File: src/rtl/rush_log.sv
// rush_log: captures the daily rush-hour report into a circular history with scroll-back readout
module rush_log #(
  parameter int DEPTH = 8,
  parameter logic [3:0] DAY_END_HOUR = 4'd8,
  parameter logic [3:0] NO_RUSH = 4'd15,
  parameter logic [3:0] PENDING = 4'd14,
  localparam int AW = $clog2(DEPTH),
  localparam int CW = AW + 1
) (
  input  logic          clk,
  input  logic          rst_n,
  input  logic [3:0]    hour,
  input  logic [3:0]    rush_start,
  input  logic [3:0]    rush_end,
  input  logic          btn_older,
  input  logic          btn_newer,
  output logic [3:0]    rd_start,
  output logic [3:0]    rd_end,
  output logic          rd_incomplete,
  output logic          rd_valid,
  output logic [AW-1:0] rd_offset,
  output logic [CW-1:0] count,
  output logic [CW-1:0] rush_days,
  output logic          overflow
);
  typedef enum logic [1:0] {ARMED, SETTLE, HOLD} state_t;
  state_t r_state, w_next;
  logic [8:0] r_mem [DEPTH];
  logic [AW-1:0] r_wr_ptr, r_rd_offset, w_rd_idx;
  logic [CW-1:0] r_count, r_rush_days;
  logic r_overflow, r_older, r_newer;
  logic w_wr, w_full, w_inc, w_new_rush, w_old_rush, w_older, w_newer, w_up, w_dn;
  logic [8:0] w_entry;
  always_comb begin
    w_next = ARMED;
    w_next = (r_state == ARMED) ? ((hour == DAY_END_HOUR) ? SETTLE : ARMED) :
             (r_state == SETTLE) ? HOLD :
             ((hour == DAY_END_HOUR) ? HOLD : ARMED);
  end
  always_ff @(posedge clk or negedge rst_n)
    if (!rst_n) r_state <= ARMED;
    else r_state <= w_next;
  assign w_wr       = r_state == SETTLE;
  assign w_full     = r_count == CW'(DEPTH);
  assign w_inc      = (rush_start != NO_RUSH) && (rush_start != PENDING) && (rush_end == PENDING);
  assign w_new_rush = rush_start != NO_RUSH;
  // the slot about to be overwritten stops counting toward rush_days
  assign w_old_rush = w_full && (r_mem[r_wr_ptr][8:5] != NO_RUSH);
  assign w_older    = btn_older & ~r_older;
  assign w_newer    = btn_newer & ~r_newer;
  assign w_up       = w_older & ~w_newer & (({1'b0, r_rd_offset} + CW'(1)) < r_count);
  assign w_dn       = w_newer & ~w_older & (r_rd_offset != '0);
  always_ff @(posedge clk)
    if (w_wr) r_mem[r_wr_ptr] <= {rush_start, rush_end, w_inc};
  always_ff @(posedge clk or negedge rst_n)
    if (!rst_n) begin
      r_wr_ptr    <= '0;
      r_rd_offset <= '0;
      r_count     <= '0;
      r_rush_days <= '0;
      r_overflow  <= 1'b0;
      r_older     <= 1'b0;
      r_newer     <= 1'b0;
    end else begin
      r_older <= btn_older;
      r_newer <= btn_newer;
      if (w_wr) begin
        r_wr_ptr    <= r_wr_ptr + AW'(1);
        r_rd_offset <= '0;
        r_count     <= r_count + CW'(!w_full);
        r_rush_days <= r_rush_days + CW'(w_new_rush) - CW'(w_old_rush);
        if (w_full) r_overflow <= 1'b1;
      end else if (w_up) r_rd_offset <= r_rd_offset + AW'(1);
      else if (w_dn) r_rd_offset <= r_rd_offset - AW'(1);
    end
  assign w_rd_idx      = r_wr_ptr - AW'(1) - r_rd_offset;
  assign w_entry       = r_mem[w_rd_idx];
  assign rd_valid      = r_count != '0;
  assign rd_start      = rd_valid ? w_entry[8:5] : PENDING;
  assign rd_end        = rd_valid ? w_entry[4:1] : PENDING;
  assign rd_incomplete = rd_valid & w_entry[0];
  assign rd_offset     = r_rd_offset;
  assign count         = r_count;
  assign rush_days     = r_rush_days;
  assign overflow      = r_overflow;
endmodule

File: config.mk
export PLATFORM = sky130hd
export DESIGN_NAME = rush_log
export DESIGN_NICKNAME = d
export VERILOG_FILES = /design/src/rtl/rush_log.sv
export SDC_FILE = /design/constraint.sdc
export NUM_CORES = 1
export LEC_CHECK = 0
export ABC_AREA = 1
export ABC_CLOCK_PERIOD_IN_PS = 2900
export BUFFER_PORTS_ARGS = -buffer_cell sky130_fd_sc_hd__buf_4
export CAP_MARGIN = 0
export CORE_MARGIN = 4
export CORE_UTILIZATION = 60
export CTS_CLUSTER_SIZE = 16
export DETAILED_ROUTE_END_ITERATION = 10
export PLACE_DENSITY = 0.76
export SYNTH_ARGS = -nofsm -noshare
export SYNTH_HDL_FRONTEND = slang
export SYNTH_SLANG_ARGS = --single-unit
File: constraint.sdc
create_clock -name clk -period 2.9 [get_ports clk]
set_clock_uncertainty 0.15 [all_clocks]
set_input_delay 0.435 -clock clk [delete_from_list [all_inputs] [get_ports clk]]
set_output_delay 0.435 -clock clk [all_outputs]
set_load 0.05 [all_outputs]
Word level (Yosys, flattened, before mapping) --
Memories as Yosys holds them, arrays and structs flattened. Cells that the tools add are included.
Word-level totals: bits in registers 19, memory bits (writable) 72, output and inout bits 22, logic and storage cells 57, memories 1
Memories:
- r_mem | depth 8, width 9, rd ports 2, clocked after Yosys merged registers in 0, write ports 1, RTL line 28 | logic [8:0] r_mem [DEPTH];
Operators by class: $add $sub $neg 9, order comparisons 1, equality and inequality tests 7, mux-type cells 11, bitwise logic cells 11, reduce and logical (&&, ||, !) cells 9
Operator list (number):
- equality test 4 bit, second input constant | 3
- inequality test 4 bit, second input constant | 3
- two-way mux 3 bit | 3
- adder 4 x 1 -> 4 bit | 2
- two-way mux 4 bit | 2
- AND 1 bit | 7
- adder 3 x 1 -> 3 bit, second input constant | 2
- two-way mux 2 bit | 3
- nonzero test 3 bit | 2
- subtractor 3 x 1 -> 3 bit, second input constant | 2
- adder 3 x 1 -> 4 bit, second input constant | 1
- less-than comparator 4 bit | 1
- inverter 1 bit | 4
- nonzero test 4 bit | 1
- subtractor 4 x 1 -> 4 bit | 1
- logical AND 1 bit | 3
- two-way mux 1 bit | 3
- subtractor 3 bit | 1
- equality test 2 x 1 -> 1 bit, second input constant | 1
- zero test 2 bit | 1
- AND reduction 2 bit | 1
- zero test 1 bit | 1

Longest topological paths before layout --
Gate-level depths: netlist of run 1.
depth in word-level cells 8, depth in mapped cells 19, depth with buffers taken out 17

Least setup slack after synthesis of run 1 --
Ideal clock, no wire load.
path type flip-flop to output port, start reg r_rd_offset[0] (netlist: rd_offset[0]), end out rd_incomplete, arrival 2.839 ns, setup slack -0.524 ns, stages on the path, launching flop included 10, path buffers 1, path through dfrtp_1 -> inv_1 -> ha_1 -> inv_1 -> fa_1 -> buf_4 -> inv_2 -> o21ai_0 -> o22a_1 -> a21oi_1
Between the ends: word-level cells in the longest chain between the ends 3
RTL lines:
- start, declared | RTL line 29 | logic [AW-1:0] r_wr_ptr, r_rd_offset, w_rd_idx;
- start signal, assigned | RTL line 73 | end else if (w_up) r_rd_offset <= r_rd_offset + AW'(1);
- start signal, assigned | RTL line 74 | else if (w_dn) r_rd_offset <= r_rd_offset - AW'(1);
- subtractor 3 bit | RTL line 76 | assign w_rd_idx = r_wr_ptr - AW'(1) - r_rd_offset;
- memory (8 x 9 bit)
- AND 1 bit | RTL line 81 | assign rd_incomplete = rd_valid & w_entry[0];
- end, declared | RTL line 19 | output logic rd_incomplete,
Every way passes these cells.

Worst setup path in the final report of run 1 --
start reg r_rd_offset[0] (netlist: rd_offset[0]), end out rd_end[1]
Between the ends: word-level cells in the longest chain between the ends 3
RTL lines:
- subtractor 3 bit | RTL line 76
- memory (8 x 9 bit)
- two-way mux 4 bit | RTL line 80 | assign rd_end = rd_valid ? w_entry[4:1] : PENDING;
- end, declared | RTL line 18 | output logic [3:0] rd_end,
Every way passes these cells.

==> results.ini, run 1 <==
[critical_path]
crit_required_ns=2.32
path_max_fanout=6
r2r_cells=17
reg2reg_from=r_wr_ptr[0]$_DFFE_PN0P_
critPathCaptureType=output pin
worstSetupPathType=reg -> out
r2r-end=rush_days[1]$_DFFE_PN0P_
cp_slowest_cell=fa_2
r2r_setup_slack_ns=0.18
slowest_delay_ns=0.56
cp.arrival_ns=2.39
crit_path_start_kind=register
path_cells=inv_2 -> ha_4 -> inv_2 -> fa_2 -> buf_6 -> buf_6 -> o21ai_0 -> o22ai_1 -> nand2_1 -> nand3_2 -> buf_8

[clocking]
cts_tree=built
worstSkewPairLatency_ns=0.36
h-tree-depth=3
clkTransAtPathRegs_ns=0.09
cts_inserted_buffers=9
cts_buffer_depth=2
cts.sinks=91
root_buffer=clkbuf_8

[synthesis]
synth_top_area_share_pct=47.70
ys_types=28
avgSynthCellArea_sq_um=9.686
synth-seq-area-share_pct=58.18
yosys-top-cells-area=edfxtp_1, dfrtp_1, nand2_1, inv_1, o21ai_0
syn_nets=501
ys_ff_latch=91
yosysTopAreaCell=edfxtp_1
netlist_area_sq_mm=0.004533
syn_inst=468
synth_warnings=0

[final_layout]
fin_util_pct=75.07
postLayoutCellArea_sq_mm=0.005474
drive_gt1_share_pct=24.34
nFillCells=514
fin_nets=558
multi_input_area_sq_mm=0.001649
fin_cells=629
n_antenna_cell=0
regArea_sq_mm=0.002640
synthToLayoutAreaGrowth_pct=20.76
final_common_cell=nand2_1
final_cell_mix=nand2_1, edfxtp_1, inv_1

[drt]
vias=3450
avgRoutedWirePerCell_um=16.68
wl_um=10490
dr.pass1.iters=5
postRouteAntennaNets=0
via_per_inst=5.485
first_iter_violations=241
route.detailed.drc=0

[sta]
rsz0062_at_grt=true
slew_violations=0
slew_headroom_pct=65.10
worstMarginPinSlew_ns=0.5215
setup_violations=9
finalCritPeriodShare_pct=102.6
finalHoldViolations=0
fmax_mhz=336.1
post-route-min-period_ns=2.975
fin_ws_ns=-0.07498
hold_slack_ns=0.04167

[floorplan]
initial_core_util_pct=62.17
fp.dieW_um=94.92
ios=38
dieArea_sq_mm=0.009010
fp-row-count=31
die_h_um=94.92
coreArea_sq_mm=0.007292

[global_routing]
track_usage_pct=24.96
grt_max_degree=29
grt_pass1_wl_um=16820
gr-total-overflow=0
first_global_vias=3367
antenna_found_initial=0

[worst_hold_path]
hold_path.class=in -> reg
hold-path-endpoint=r_newer$_DFF_PN0_
worstHoldStart=btn_newer
hold_depth=1

[run_status]
violations=setup timing
status=finished, violations left

[placed_design]
place.gp.congestion=0.8916
place_area_sq_mm=0.004997
io_buffers=37
dpl.cell_count=604
dp_hpwl_um=7107

[run]
maxCapViolations=0

==> synth_stat cells (all sizes together) <==
cell type / instances
fa: 3
clkbuf: 1
ha: 14
a21oi: 19
xor2: 6
o22ai: 6
nor3: 1
o21ai: 43
xnor2: 4
dfrtp: 19
nand3: 36
o22a: 2
nor2: 45
o211ai: 3
o21bai: 2
edfxtp: 72
nand2: 101
inv: 72
buf: 17
nand3b: 2
==> kinds of logic after synthesis <==
kind of cell,count (synthesis),share of synthesized area [%]
compound gates,75,9.053
xor+xnor,10,1.932
fa+ha+maj,17,5.189
buf+inv,90,8.860
flops,91,58.18
simple gates,185,16.78
==> routing by layer <==
| layer | track usage [%] | routed length [um] |
|---|---|---|
| met1 | 34.31 | 4468 |
| met2 | 40.22 | 5122 |
| met3 | 3.984 | 737 |
| met4 | 9.255 | 166 |
| met5 | 0 | 0 |
==> stage by stage <==
| stage | setup WS [ns] | setup TNS [ns] |
|---|---|---|
| after detailed placement | 0.1744 | 0 |
| final | -0.07498 | -0.4034 |
| after CTS | -0.08206 | -0.4822 |
| after global placement | 0.2189 | 0 |
| after floorplan | -0.04435 | -0.1330 |
| after global routing | -0.1557 | -1.237 |
==> sequential cells by signal (all words and copies together) (netlist names) <==
signal / flops
r_mem: 72
r_state: 2
rd_offset: 3
count: 4
r_wr_ptr: 3
r_newer: 1
overflow: 1
r_older: 1
rush_days: 4
==> how the worst max path moves through the flow <==
stage	start	to	slack, ns	cells after the start
global route	rd_offset[0]$_DFFE_PN0P_	rd_end[1]	-0.16	11
finish	rd_offset[0]$_DFFE_PN0P_	rd_end[1]	-0.07	11
detailed placement	rd_offset[0]$_DFFE_PN0P_	rd_end[0]	0.17	9
global placement	rd_offset[0]$_DFFE_PN0P_	rd_end[0]	0.22	9
floorplan	rd_offset[0]$_DFFE_PN0P_	rd_start[1]	-0.04	11
CTS	rd_offset[0]$_DFFE_PN0P_	rd_end[2]	-0.08	11
==> repair_timing <==
action / CTS / global route
resized for setup: 54 / 27
hold buffers: 1 / 0
gates cloned: 2 / 0
buffers inserted: 5 / 2
setup endpoints to repair: 9 / 11
hold endpoints to repair: 19 / 0
pin swaps: 19 / 15
==> worst max-delay path: cells and delay by family, from the launching register on <==
family	cells	cell delay [ns]
AND/OR/NAND/NOR	2	0.19
flip-flops	1	0.41
adder cells (fa/ha/maj)	2	0.68
AO/OA/AOI/OAI	2	0.25
buffers and inverters	5	0.51
==> area by class of cell <==
| class | instances | share of cell area [%] |
|---|---|---|
| Inverter | 72 | 5.120 |
| Timing Repair inverter | 1 | 0.1143 |
| Sequential cell | 91 | 48.23 |
| Clock buffer | 9 | 2.263 |
| Clock inverter | 7 | 1.669 |
| Tap cell | 99 | 2.263 |
| Multi-Input combinational cell | 287 | 30.13 |
| Timing Repair Buffer | 63 | 10.22 |
Power of run 1 is left out: the tool's default activity adds up to more than one toggle a clock period on the data nets, which glitch-free logic cannot reach.
==> inputs of run 2 (changes only) <==
--- a/config.mk
+++ b/config.mk
@@ -14,6 +14,7 @@
 export CTS_CLUSTER_SIZE = 16
 export DETAILED_ROUTE_END_ITERATION = 10
 export PLACE_DENSITY = 0.76
+export SKIP_CTS_REPAIR_TIMING = 1
 export SYNTH_ARGS = -nofsm -noshare
 export SYNTH_HDL_FRONTEND = slang
 export SYNTH_SLANG_ARGS = --single-unit
==> run 2 against run 1 <==
Against the previous run: the run still ends with setup timing left; global-route usage fell by 1.3 points; setup slack worse by 0.17 ns; die area is the same; final area fell by 0.43%; flip-flop and latch count stayed put; via count shrank 0.52%; utilization shrank 0.33 points; hold slack got worse by 0.0028 ns; critical path type unchanged.
==> results.ini, run 2 (synthesized netlist as in run 1, its figures left out) <==
[sta]
fmax_mhz=317.6
worstMarginPinSlew_ns=0.5358
slew_violations=0
fin_ws_ns=-0.2491
finalCritPeriodShare_pct=108.6
hold_slack_ns=0.03885
setup_violations=9
rsz0062_at_grt=true
slew_headroom_pct=64.15
finalHoldViolations=0
post-route-min-period_ns=3.149

[final_layout]
regMostFlops=r_mem
fin_nets=557
drive_gt1_share_pct=21.55
final_common_cell=nand2_1
fin_util_pct=74.74
synthToLayoutAreaGrowth_pct=20.23
postLayoutCellArea_sq_mm=0.005450
final_cell_mix=nand2_1, edfxtp_1, inv_1
nFillCells=508
n_antenna_cell=0
largest_register_ffs=72

[drt]
vias=3432
met1Wirelength_um=4304
dr.pass1.iters=5
avgRoutedWirePerCell_um=16.52
via_per_inst=5.465
wl_met2_um=5057
met3_length_um=817
highest_layer=met4
first_iter_violations=288
wl_um=10380
route.detailed.drc=0
postRouteAntennaNets=0

[global_routing]
grt_pass1_wl_um=16030
first_global_vias=3271
grt_max_degree=29
gr-total-overflow=0
antenna_found_initial=0
track_usage_pct=23.68

[floorplan]
die_h_um=94.92
initial_core_util_pct=62.17
coreArea_sq_mm=0.007292
fp.dieW_um=94.92
ios=38
dieArea_sq_mm=0.009010
fp-row-count=31

[critical_path]
crit_required_ns=2.32
r2r_setup_slack_ns=0.21
cp_slowest_cell=fa_2
path_max_fanout=6
path_cells=inv_2 -> ha_4 -> inv_2 -> fa_2 -> clkinv_4 -> buf_12 -> buf_12 -> o21ai_2 -> o22ai_1 -> nand2_1 -> nand3_2 -> buf_8
critPathCaptureType=output pin
slowest_delay_ns=0.61
worstSetupPathType=reg -> out
crit_path_start_kind=register
cp.arrival_ns=2.56

[clocking]
cts_tree=built
root_buffer=clkbuf_8
cts.sinks=91
worstSkewPairLatency_ns=0.37
cts_buffer_depth=2
cts_inserted_buffers=9
clkTransAtPathRegs_ns=0.09
h-tree-depth=3

[placed_design]
place.gp.congestion=0.8916
io_buffers=37
place_area_sq_mm=0.004997
place_ws_ns=0.1744
dp_hpwl_um=7107

[run_status]
status=finished, violations left
violations=setup timing

[run]
maxCapViolations=0

[worst_hold_path]
hold_path.class=in -> reg

[run 2: cell count changes in the layout (fill, tap and decap cells not counted), sizes merged]
cell	change
inv	-2
clkinv	+1
buf	-1
clkbuf	+1
[run 2: final timing paths]
kind,cells after the start,from,end
setup / recovery,12,rd_offset[0]$_DFFE_PN0P_,rd_end[2]
hold / removal,1,btn_newer,r_newer$_DFF_PN0_
setup reg to reg,16,r_wr_ptr[0]$_DFFE_PN0P_,rush_days[2]$_DFFE_PN0P_
hold reg to reg,1,r_state[1]$_DFF_PN0_,r_state[0]$_DFF_PN0_
max in group asynchronous,2,rst_n,rd_offset[0]$_DFFE_PN0P_
min in group asynchronous,2,rst_n,r_state[1]$_DFF_PN0_
[run 2: layer usage]
metal,vias up,GRT usage [%]
met5,-,0
met4,0,9.014
met3,18,4.143
met2,129,37.70
met1,1639,32.62
li1,1646,-
[run 2: final cells by class]
cell class	instances	area (sq um)	area share (%)
Clock inverter	7	91.34	1.676
Inverter	72	277.8	5.096
Sequential cell	91	2640	48.44
Clock buffer	9	123.9	2.273
Tap cell	99	123.9	2.273
Multi-Input combinational cell	287	1599	29.34
Timing Repair Buffer	63	594.3	10.90
[run 2: worst max-delay path, delay by kind of cell, from the launching register on]
| kind | cells | cell delay (ns) |
|---|---|---|
| fa+ha+maj | 2 | 0.74 |
| simple gates | 2 | 0.22 |
| buf+inv | 6 | 0.66 |
| flops | 1 | 0.44 |
| compound gates | 2 | 0.15 |
[run 2: per-stage QoR]
| step | TNS, ns | instances |
|---|---|---|
| global route | -2.823 | 628 |
| detailed placement | 0 | 604 |
| finish | -1.824 | 628 |
| floorplan | -0.1330 | 468 |
| global placement | 0 | 604 |
| CTS | -1.540 | 620 |
Power of run 2 is left out for the same reason.
==> inputs of run 3 (changes only) <==
--- a/config.mk
+++ b/config.mk
@@ -5,15 +5,14 @@
 export SDC_FILE = /design/constraint.sdc
 export NUM_CORES = 1
 export LEC_CHECK = 0
-export ABC_AREA = 1
 export ABC_CLOCK_PERIOD_IN_PS = 2900
 export BUFFER_PORTS_ARGS = -buffer_cell sky130_fd_sc_hd__buf_4
 export CAP_MARGIN = 0
 export CORE_MARGIN = 4
-export CORE_UTILIZATION = 60
+export CORE_UTILIZATION = 59
 export CTS_CLUSTER_SIZE = 16
 export DETAILED_ROUTE_END_ITERATION = 10
-export PLACE_DENSITY = 0.76
+export PLACE_DENSITY = 0.75
 export SKIP_CTS_REPAIR_TIMING = 1
 export SYNTH_ARGS = -nofsm -noshare
 export SYNTH_HDL_FRONTEND = slang
==> run 3 against run 2 <==
Against the previous run: critical path type unchanged; via count down 30%; first-iteration DRC count down 22%; wire length decreased by 21%; synthesized cell count is 45% lower; flip-flop and latch count is the same; critical endpoint is now rd_start[0]; non-clock buffer count is 1 lower; fmax rose by 0.62%; the run still ends with setup timing left.
==> results.ini, run 3 <==
[run_status]
status=finished, violations left
violations=setup timing

[floorplan]
initial_core_util_pct=60.96
coreArea_sq_mm=0.006794
die_h_um=91.78
fp.dieW_um=91.78
ios=38
fp-row-count=30
dieArea_sq_mm=0.008424

[drt]
vias=2413
dr.pass1.iters=4
first_iter_violations=224
route.detailed.drc=0
via_per_inst=5.704
wl_um=8235
postRouteAntennaNets=0
avgRoutedWirePerCell_um=19.47

[critical_path]
path_max_fanout=18
critPathCaptureType=output pin
r2r_cells=11
worstSetupPathType=reg -> out
crit_path_start_kind=register
cp.arrival_ns=2.54
crit_required_ns=2.32

[global_routing]
grt_use_met1_pct=27.84
antenna_found_initial=0
gr-total-overflow=0
gr-usage-met2_pct=31.22
track_usage_pct=20.05
grt_busiest_layer=met2
grt_pass1_wl_um=12630
grt_max_degree=20
first_global_vias=2391
grt_util_met3_pct=4.594

[sta]
fin_ws_ns=-0.2297
post-route-min-period_ns=3.130
setup_violations=9
finalHoldViolations=0
rsz0062_at_grt=true
fin_tns_setup_ns=-1.613
finalCritPeriodShare_pct=107.9
slew_headroom_pct=55.67
worstMarginPinSlew_ns=0.6618
fmax_mhz=319.5
slew_violations=0

[clocking]
h-tree-depth=3
worstSkewPairLatency_ns=0.37
clkTransAtPathRegs_ns=0.10
cts_buffer_depth=2
root_buffer=clkbuf_8
cts_inserted_buffers=9
cts_tree=built
cts.sinks=91

[synthesis]
yosys-top-cells-area=edfxtp_1, dfrtp_1, mux4_2, mux4_1, ha_1
synth_ff_type=edfxtp_1
yosysTopAreaCell=edfxtp_1
synth-seq-area-share_pct=63.69
synth-edff-count=72
ys_ff_latch=91
avgSynthCellArea_sq_um=16.05
synth_warnings=0
synth_most_common_cell=edfxtp_1
synth_top_area_share_pct=52.21
synth.top_cells.by_count=edfxtp_1, nand2_1, dfrtp_1
ys_types=43
netlist_area_sq_mm=0.004141
synthArstFlopShare_pct=20.88
syn_inst=258
syn_nets=291

[final_layout]
fin_nets=355
final_cell_mix=edfxtp_1, buf_4, nand2_1
fin_cells=423
synthToLayoutAreaGrowth_pct=22.08
nFillCells=415
final_common_cell=edfxtp_1
n_antenna_cell=0
regMostFlops=r_mem
drive_gt1_share_pct=37.92
largest_register_ffs=72
fin_util_pct=74.42

[run]
maxCapViolations=0

[placed_design]
place.gp.congestion=0.8434
place_ws_ns=0.06848
dpl.cell_count=402
dp_hpwl_um=5453
io_buffers=37

[worst_hold_path]
hold_depth=1
hold_path.class=in -> reg

## run 3: path summary, 6_finish.rpt
check / startpoint / slack (ns) / endpoint
worst max-delay path: rd_offset[0]$_DFFE_PN0P_ / -0.23 / rd_start[0]
worst min-delay path: btn_newer / 0.03 / r_newer$_DFF_PN0_
worst max register to register: rd_offset[0]$_DFFE_PN0P_ / 0.07 / rd_offset[1]$_DFFE_PN0P_
worst min register to register: r_state[0]$_DFF_PN0_ / 0.30 / r_state[0]$_DFF_PN0_
max in group asynchronous: rst_n / 2.07 / rd_offset[0]$_DFFE_PN0P_
min in group asynchronous: rst_n / 0.31 / r_state[1]$_DFF_PN0_
## run 3: metal layers
| metal | wire (um) | up-vias |
|---|---|---|
| met2 | 3986 | 89 |
| met5 | 0 | - |
| met1 | 3524 | 1196 |
| met4 | 169 | 0 |
| met3 | 554 | 14 |
| li1 | - | 1114 |
## run 3: final cells by class
cell class                      count  area (sq um)  share of cell area, %
Clock buffer                        9         123.9                  2.450
Clock inverter                      7         58.81                  1.163
Inverter                           16         60.06                  1.188
Multi-Input combinational cell    142          1505                  29.77
Sequential cell                    91          2639                  52.19
Tap cell                           96         120.1                  2.376
Timing Repair Buffer               62         549.3                  10.86
## run 3: worst max-delay path, stage by stage, from the launching register on
cell and delay (ns):
dfrtp_2 0.43, inv_2 0.08, ha_4 0.12, inv_2 0.03
fa_2 0.54, buf_12 0.16, mux4_1 0.34, mux2i_2 0.24
nor2_4 0.04, buf_4 0.18
## run 3: kinds of logic (layout without fill, tap and decap cells)
family / Yosys count / in the layout / share of synthesized area, %
AO/OA/AOI/OAI: 22 / 22 / 3.444
buffers and inverters: 25 / 94 / 3.202
adder cells (fa/ha/maj): 17 / 17 / 5.680
XOR/XNOR: 10 / 10 / 2.568
AND/OR/NAND/NOR: 63 / 63 / 7.704
multiplexers: 30 / 30 / 13.72
flip-flops: 91 / 91 / 63.69
## run 3: stage by stage
step	hold slack, ns	cell area [sq um]
after floorplan	-0.01059	4183
after global placement	0.1720	4706
after detailed placement	0.1755	4706
after CTS	-0.2295	4888
after global routing	0.01490	5056
final	0.02862	5056
Power of run 3 is left out for the same reason.
